## config.mk

```make
export PLATFORM = sky130hd
export DESIGN_NAME = pe_conv_ctrl
export DESIGN_NICKNAME = d
export VERILOG_FILES = /design/src/rtl/pe_conv_ctrl.sv
export SDC_FILE = /design/constraint.sdc
export NUM_CORES = 1
export LEC_CHECK = 0
export BUFFER_PORTS_ARGS = -buffer_cell sky130_fd_sc_hd__buf_4
export CORE_AREA = 2 2 69 71
export DETAILED_ROUTE_END_ITERATION = 6
export DIE_AREA = 0 0 71 73
export HOLD_SLACK_MARGIN = 0.08
export PLACE_DENSITY = 0.93
export REMOVE_ABC_BUFFERS = 1
export SKIP_CTS_REPAIR_TIMING = 1
export SLEW_MARGIN = 20
export SYNTH_ARGS = -nofsm -noshare
export SYNTH_HDL_FRONTEND = slang
export SYNTH_SLANG_ARGS = --single-unit
```

## constraint.sdc

```tcl
create_clock -name clk1 -period 5.6 [get_ports clk1]
set_input_delay 0.84 -clock clk1 [delete_from_list [all_inputs] [get_ports clk1]]
set_output_delay 0.84 -clock clk1 [all_outputs]
set_load 0.03 [all_outputs]
```

## src/rtl/pe_conv_ctrl.sv

```systemverilog
// Row-stationary PE controller. For each channel and kernel it loads weights, rasters the IFM,
// drains the MAC pipe, and hands outputs downstream with valid/ready backpressure.
module pe_conv_ctrl #(
  parameter int unsigned KERNEL_SIZE = 3,
  parameter int unsigned IFM_WIDTH   = 64,
  parameter int unsigned IFM_HEIGHT  = 64,
  parameter int unsigned MAX_CHANNEL = 16,
  parameter int unsigned MAX_KERNEL  = 16,
  parameter int unsigned PIPE_LAT    = 2
) (
  input  logic                              clk1,
  input  logic                              rst_n,
  input  logic                              start,
  input  logic                              abort,
  input  logic [$clog2(MAX_CHANNEL+1)-1:0]  cfg_channels,
  input  logic [$clog2(MAX_KERNEL+1)-1:0]   cfg_kernels,
  input  logic                              ofm_ready,
  output logic                              wgt_read,
  output logic                              set_wgt,
  output logic                              ifm_read,
  output logic                              set_ifm,
  output logic                              acc_clear,
  output logic                              psum_wr,
  output logic                              p_valid_output,
  output logic                              last_channel,
  output logic [$clog2(IFM_WIDTH)-1:0]      cnt_col,
  output logic [$clog2(IFM_HEIGHT)-1:0]     cnt_row,
  output logic [$clog2(MAX_CHANNEL)-1:0]    cnt_channel,
  output logic [$clog2(MAX_KERNEL)-1:0]     cnt_kernel,
  output logic                              busy,
  output logic                              end_conv,
  output logic [2:0]                        state
);

  localparam int unsigned CfgChW = $clog2(MAX_CHANNEL + 1);
  localparam int unsigned CfgKW  = $clog2(MAX_KERNEL + 1);
  localparam int unsigned ColW   = $clog2(IFM_WIDTH);
  localparam int unsigned RowW   = $clog2(IFM_HEIGHT);
  localparam int unsigned ChW    = $clog2(MAX_CHANNEL);
  localparam int unsigned KW     = $clog2(MAX_KERNEL);
  localparam int unsigned WgtW   = $clog2(KERNEL_SIZE * KERNEL_SIZE + 1);
  localparam int unsigned DrnW   = $clog2(PIPE_LAT + 1);

  localparam logic [2:0] StIdle    = 3'd0;
  localparam logic [2:0] StLoadWgt = 3'd1;
  localparam logic [2:0] StCompute = 3'd2;
  localparam logic [2:0] StDrain   = 3'd3;
  localparam logic [2:0] StDone    = 3'd4;

  logic [2:0]        state_q, state_d;
  logic [ColW-1:0]   col_q, col_d;
  logic [RowW-1:0]   row_q, row_d;
  logic [ChW-1:0]    ch_q, ch_d;
  logic [KW-1:0]     k_q, k_d;
  logic [WgtW-1:0]   wgt_q, wgt_d;
  logic [DrnW-1:0]   drn_q, drn_d;
  logic [CfgChW-1:0] ch_cfg_q, ch_cfg_d, ch_sel;
  logic [CfgKW-1:0]  k_cfg_q, k_cfg_d, k_sel;
  logic              p_valid_q, p_valid_d;
  logic              psum_wr_q, psum_wr_d;
  logic              stall, consume, win, last_ch;

  // Zero means one; anything past the array limit is clamped to it.
  always_comb begin
    if (cfg_channels == '0)                   ch_sel = CfgChW'(1);
    else if (32'(cfg_channels) > MAX_CHANNEL) ch_sel = CfgChW'(MAX_CHANNEL);
    else                                      ch_sel = cfg_channels;
    if (cfg_kernels == '0)                    k_sel = CfgKW'(1);
    else if (32'(cfg_kernels) > MAX_KERNEL)   k_sel = CfgKW'(MAX_KERNEL);
    else                                      k_sel = cfg_kernels;
  end

  assign last_ch = (32'(ch_q) + 32'd1 == 32'(ch_cfg_q));
  assign stall   = p_valid_q & ~ofm_ready;
  assign consume = (state_q == StCompute) & ~stall;
  assign win     = consume & (32'(row_q) >= KERNEL_SIZE - 1) & (32'(col_q) >= KERNEL_SIZE - 1);

  always_comb begin
    state_d   = state_q;
    col_d     = col_q;
    row_d     = row_q;
    ch_d      = ch_q;
    k_d       = k_q;
    wgt_d     = wgt_q;
    drn_d     = drn_q;
    ch_cfg_d  = ch_cfg_q;
    k_cfg_d   = k_cfg_q;
    psum_wr_d = win & ~last_ch;
    p_valid_d = p_valid_q;
    // A fresh last-channel window overrides the clear from a completing handshake.
    if (p_valid_q && ofm_ready) p_valid_d = 1'b0;
    if (win && last_ch)         p_valid_d = 1'b1;

    case (state_q)
      StIdle: begin
        if (start && !abort) begin
          state_d  = StLoadWgt;
          ch_cfg_d = ch_sel;
          k_cfg_d  = k_sel;
        end
      end
      StLoadWgt: begin
        if (32'(wgt_q) == KERNEL_SIZE * KERNEL_SIZE - 1) begin
          wgt_d   = '0;
          state_d = StCompute;
        end else begin
          wgt_d = wgt_q + WgtW'(1);
        end
      end
      StCompute: begin
        if (consume) begin
          if (32'(col_q) == IFM_WIDTH - 1) begin
            col_d = '0;
            if (32'(row_q) == IFM_HEIGHT - 1) begin
              row_d   = '0;
              drn_d   = '0;
              state_d = StDrain;
            end else begin
              row_d = row_q + RowW'(1);
            end
          end else begin
            col_d = col_q + ColW'(1);
          end
        end
      end
      StDrain: begin
        if (!stall) begin
          if (32'(drn_q) == PIPE_LAT - 1) begin
            drn_d = '0;
            if (!last_ch) begin
              ch_d    = ch_q + ChW'(1);
              state_d = StLoadWgt;
            end else if (32'(k_q) + 32'd1 < 32'(k_cfg_q)) begin
              k_d     = k_q + KW'(1);
              ch_d    = '0;
              state_d = StLoadWgt;
            end else begin
              state_d = StDone;
            end
          end else begin
            drn_d = drn_q + DrnW'(1);
          end
        end
      end
      StDone:  state_d = StIdle;
      default: state_d = StIdle;
    endcase

    if (abort) begin
      state_d   = StIdle;
      p_valid_d = 1'b0;
      psum_wr_d = 1'b0;
    end
    if (state_d == StIdle) begin
      col_d = '0;
      row_d = '0;
      ch_d  = '0;
      k_d   = '0;
      wgt_d = '0;
      drn_d = '0;
    end
  end

  always_ff @(posedge clk1 or negedge rst_n) begin
    if (!rst_n) begin
      state_q   <= StIdle;
      col_q     <= '0;
      row_q     <= '0;
      ch_q      <= '0;
      k_q       <= '0;
      wgt_q     <= '0;
      drn_q     <= '0;
      ch_cfg_q  <= CfgChW'(1);
      k_cfg_q   <= CfgKW'(1);
      p_valid_q <= 1'b0;
      psum_wr_q <= 1'b0;
    end else begin
      state_q   <= state_d;
      col_q     <= col_d;
      row_q     <= row_d;
      ch_q      <= ch_d;
      k_q       <= k_d;
      wgt_q     <= wgt_d;
      drn_q     <= drn_d;
      ch_cfg_q  <= ch_cfg_d;
      k_cfg_q   <= k_cfg_d;
      p_valid_q <= p_valid_d;
      psum_wr_q <= psum_wr_d;
    end
  end

  assign wgt_read       = (state_q == StLoadWgt);
  assign set_wgt        = (state_q == StLoadWgt);
  assign ifm_read       = consume;
  assign set_ifm        = consume;
  assign acc_clear      = (state_q == StCompute) & (ch_q == '0) & (row_q == '0) & (col_q == '0);
  assign psum_wr        = psum_wr_q;
  assign p_valid_output = p_valid_q;
  assign last_channel   = last_ch & ((state_q == StLoadWgt) | (state_q == StCompute) |
                                     (state_q == StDrain));
  assign cnt_col        = col_q;
  assign cnt_row        = row_q;
  assign cnt_channel    = ch_q;
  assign cnt_kernel     = k_q;
  assign busy           = (state_q != StIdle);
  assign end_conv       = (state_q == StDone);
  assign state          = state_q;

endmodule

```

==> flow_metrics.env <==
export IMPL_grt_antenna_before_repair=0
export IMPL_setup_violations=0
export IMPL_ys_seq_area_frac=0.4114
export IMPL_ys_async_sr_fraction=1.000
export IMPL_cap_violations=0
export IMPL_max_slew_margin=0.3224
export IMPL_synth_seq_cells=41
export IMPL_sw_frac_of_total=0.2727
export IMPL_status="complete, no violations"
export IMPL_dieHeight_um=73
export IMPL_p_switching_w=0.0001596
export IMPL_max_freq_mhz=311.7
export IMPL_portBuffers=47
export IMPL_n_fill_cell=362
export IMPL_cts_buffers=5
export IMPL_cp_start_kind="flop"
export IMPL_grt_max_degree=42
export IMPL_syn_area_sq_um=2500
export IMPL_p_int_w=0.0004257
export IMPL_fin_skew_ns=0.01000
export IMPL_ant_nets=0
export IMPL_setup_slack_ns=2.392
export IMPL_hold_viol=0
export IMPL_grt_ovfl_total=0
export IMPL_grt_pass1_vias=2064
export IMPL_clockBufferDepth=2
export IMPL_syn_inst=273
export IMPL_netlist_top_cells_area="dfrtp_1, ha_1, nor2_1"
export IMPL_synth_simple_area_share=0.2608
export IMPL_wirelength_um=5548
export IMPL_die_w_um=71
export IMPL_grt_pass1_wl_um=9280
export IMPL_ys_flop_type="dfrtp_1"
export IMPL_critical_path_top_delay_family="compound AO/OA/AOI/OAI gates"
export IMPL_yosys_area_share_xor_xnor=0.04905
export IMPL_hpwl_um=4064
export IMPL_synthMuxAreaShare=0.01702
export IMPL_drv_slew=0
export IMPL_p_leak_nw=1.353
export IMPL_rows=25
export IMPL_clk_latency_ns=0.30
export IMPL_critical_path_max_stage_delay_ns=0.88
export IMPL_p_seq_frac=0.545
export IMPL_ys_types=49
export IMPL_worst_slew_pin_slew_ns=1.013
export IMPL_core_area_sq_um=4536
export IMPL_cts_tree="done"
export IMPL_dr_pass1_iters=4
export IMPL_cts_root_buf="clkbuf_8"
export IMPL_die_area_sq_um=5183
export IMPL_vdd_ir_drop_max_uv=84.50
export IMPL_post_route_period_util=0.5728
export IMPL_drc_errors=0
export IMPL_synth_enable_flop_cells=0
export IMPL_tns_ns=0
export IMPL_io_pins=48
export IMPL_path_class="reg2reg"
export IMPL_ctsHtreeMaxLevel=2
export IMPL_areaGrowthSynthToFinish_pct=17.82
export IMPL_post_route_min_period_ns=3.208
export IMPL_hold_class="reg2reg"
export IMPL_post_place_ws_ns=2.178
export IMPL_path_cells="inv_1 > ha_1 > xor2_1 > a2111o_1 > nand4bb_4 > a211oi_4 > nor2_1"
export IMPL_cts_sinks=41
export IMPL_cpMaxStageDelayCell="a211oi_4"
export IMPL_vias_per_cell=5.815
export IMPL_synth_top_family_by_area="simple AND/OR/NAND/NOR gates"
export IMPL_start_util=0.5512
export IMPL_grt_util_all_layers=0.2280
export IMPL_synth_top_area_frac=0.3904
export IMPL_syn_area_per_cell_sq_um=9.157
export IMPL_arrival_ns=3.35
export IMPL_crit_fanout=26
export IMPL_yosys_warnings=0
export IMPL_vias=2169
export IMPL_synthAdderAreaFrac=0.07508
export IMPL_post_drt_wl_per_cell_um=14.87
export IMPL_synth_compound_area_frac=0.1366
export IMPL_worst_path_buf_inv=1
export IMPL_end_kind="flop"
export IMPL_drive_gt1_frac=0.2132
export IMPL_combPwrFrac=0.129
export IMPL_yosysMostFrequentCell="dfrtp_1"
export IMPL_clk_pin_slew_ns=0.08
export IMPL_drtIter0Drc=135
export IMPL_rsz0062_at_grt="false"
export IMPL_synth_common_cells="dfrtp_1, nor2_1, nand2_1"
export IMPL_nets=348
export IMPL_place_congestion=0.9039
export IMPL_power_density_nw_per_um2=198.7
export IMPL_synth_area_leader_cell="dfrtp_1"
export IMPL_power_frac_clock=0.326
export IMPL_insertedDiodeCount=0
export IMPL_cp_required_ns=5.74
[per-layer routing]
layer / vias to the layer above / share of wire / track usage
li1: 1048 / - / -
met1: 1038 / 0.43 / 0.2841
met2: 69 / 0.49 / 0.3925
met3: 14 / 0.054 / 0.04558
met4: 0 / 0.023 / 0.08805
met5: - / 0 / 0
[through the flow]
step	hold slack (ns)	cell area [sq um]	total power, W	util	instances
global route	0.5084	2945	0.0006078	0.6494	373
finish	0.4840	2945	0.0005853	0.6494	373
global placement	0.4663	2863	0.0003962	0.6312	365
floorplan	0.4476	2442	0.0003692	-	264
CTS	0.4874	2945	0.0005873	0.6494	373
detailed placement	0.4680	2863	0.0004004	0.6312	365
[power by group through the flow]
stage,logic (W),registers (W),clock network (W)
final,0.0000757,0.000319,0.000191
after CTS,0.0000768,0.000319,0.000192
after detailed placement,0.0000761,0.000324,0
after global placement,0.0000729,0.000323,0
after floorplan,0.0000469,0.000322,0
after global routing,0.0000854,0.000320,0.000202
[worst min-delay path, delay by kind of cell, from the launching register on]
| family | cells | cell delay (ns) |
|---|---|---|
| AO/OA/AOI/OAI | 1 | 0.06 |
| flip-flops | 1 | 0.38 |
| AND/OR/NAND/NOR | 1 | 0.05 |
[path summary, 6_finish.rpt]
kind	from	end	slack, ns	depth (start not counted)
min reg2reg	k_cfg_q[0]	k_cfg_q[0]	0.48	2
max in group asynchronous	rst_n	ch_cfg_q[0]	4.72	1
max reg2reg	cnt_channel[0]	cnt_kernel[2]	2.39	7
max	cnt_channel[0]	cnt_kernel[2]	2.39	7
min in group asynchronous	rst_n	k_cfg_q[1]	0.50	1
min	k_cfg_q[0]	k_cfg_q[0]	0.48	2
[logic make-up (layout without fill, tap and decap cells)]
logic type               Yosys count  count (layout)
flip-flops                        41              41
adder cells (fa/ha/maj)           15              15
buffers and inverters             27              73
multiplexers                       4               4
AO/OA/AOI/OAI                     51              51
XOR/XNOR                          14              14
AND/OR/NAND/NOR                  121             121
[registers in the layout (all words and copies together) (netlist names)]
| register | count |
|---|---|
| ch_cfg_q | 5 |
| cnt_channel | 4 |
| cnt_col | 6 |
| cnt_kernel | 4 |
| cnt_row | 6 |
| drn_q | 2 |
| k_cfg_q | 5 |
| p_valid_output | 1 |
| psum_wr | 1 |
| state | 3 |
| wgt_q | 4 |
[final cells by class]
cell class | instances | area [sq um] | area share
Sequential cell | 41 | 1028 | 0.3492
Inverter | 18 | 67.56 | 0.02294
Multi-Input combinational cell | 205 | 1346 | 0.4571
Clock inverter | 2 | 10.01 | 0.003398
Clock buffer | 6 | 72.57 | 0.02464
Tap cell | 54 | 67.56 | 0.02294
Timing Repair Buffer | 47 | 352.8 | 0.1198
[cell usage in the layout (no fill, tap or decap), drive strengths merged, types with 3 or more instances in the layout]
master  Yosys  final
nand3      11     11
a31oi       4      4
nor3b       4      4
nor2       30     30
and3        3      3
a311oi      3      3
nand2b      7      7
clkinv      1      3
a21oi      15     15
xor2        7      7
xnor2       7      7
o31ai       3      3
buf         5     47
o21ai      11     11
nor4        6      6
or3         3      3
a31o        3      3
ha         15     15
nor3       10     10
dfrtp      39     39
nand4       3      3
a22oi       3      3
and2        4      4
inv        17     17
nor2b       5      5
clkbuf      4      6
nand2      25     25
No activity file was read; power rests on OpenSTA's default activity.
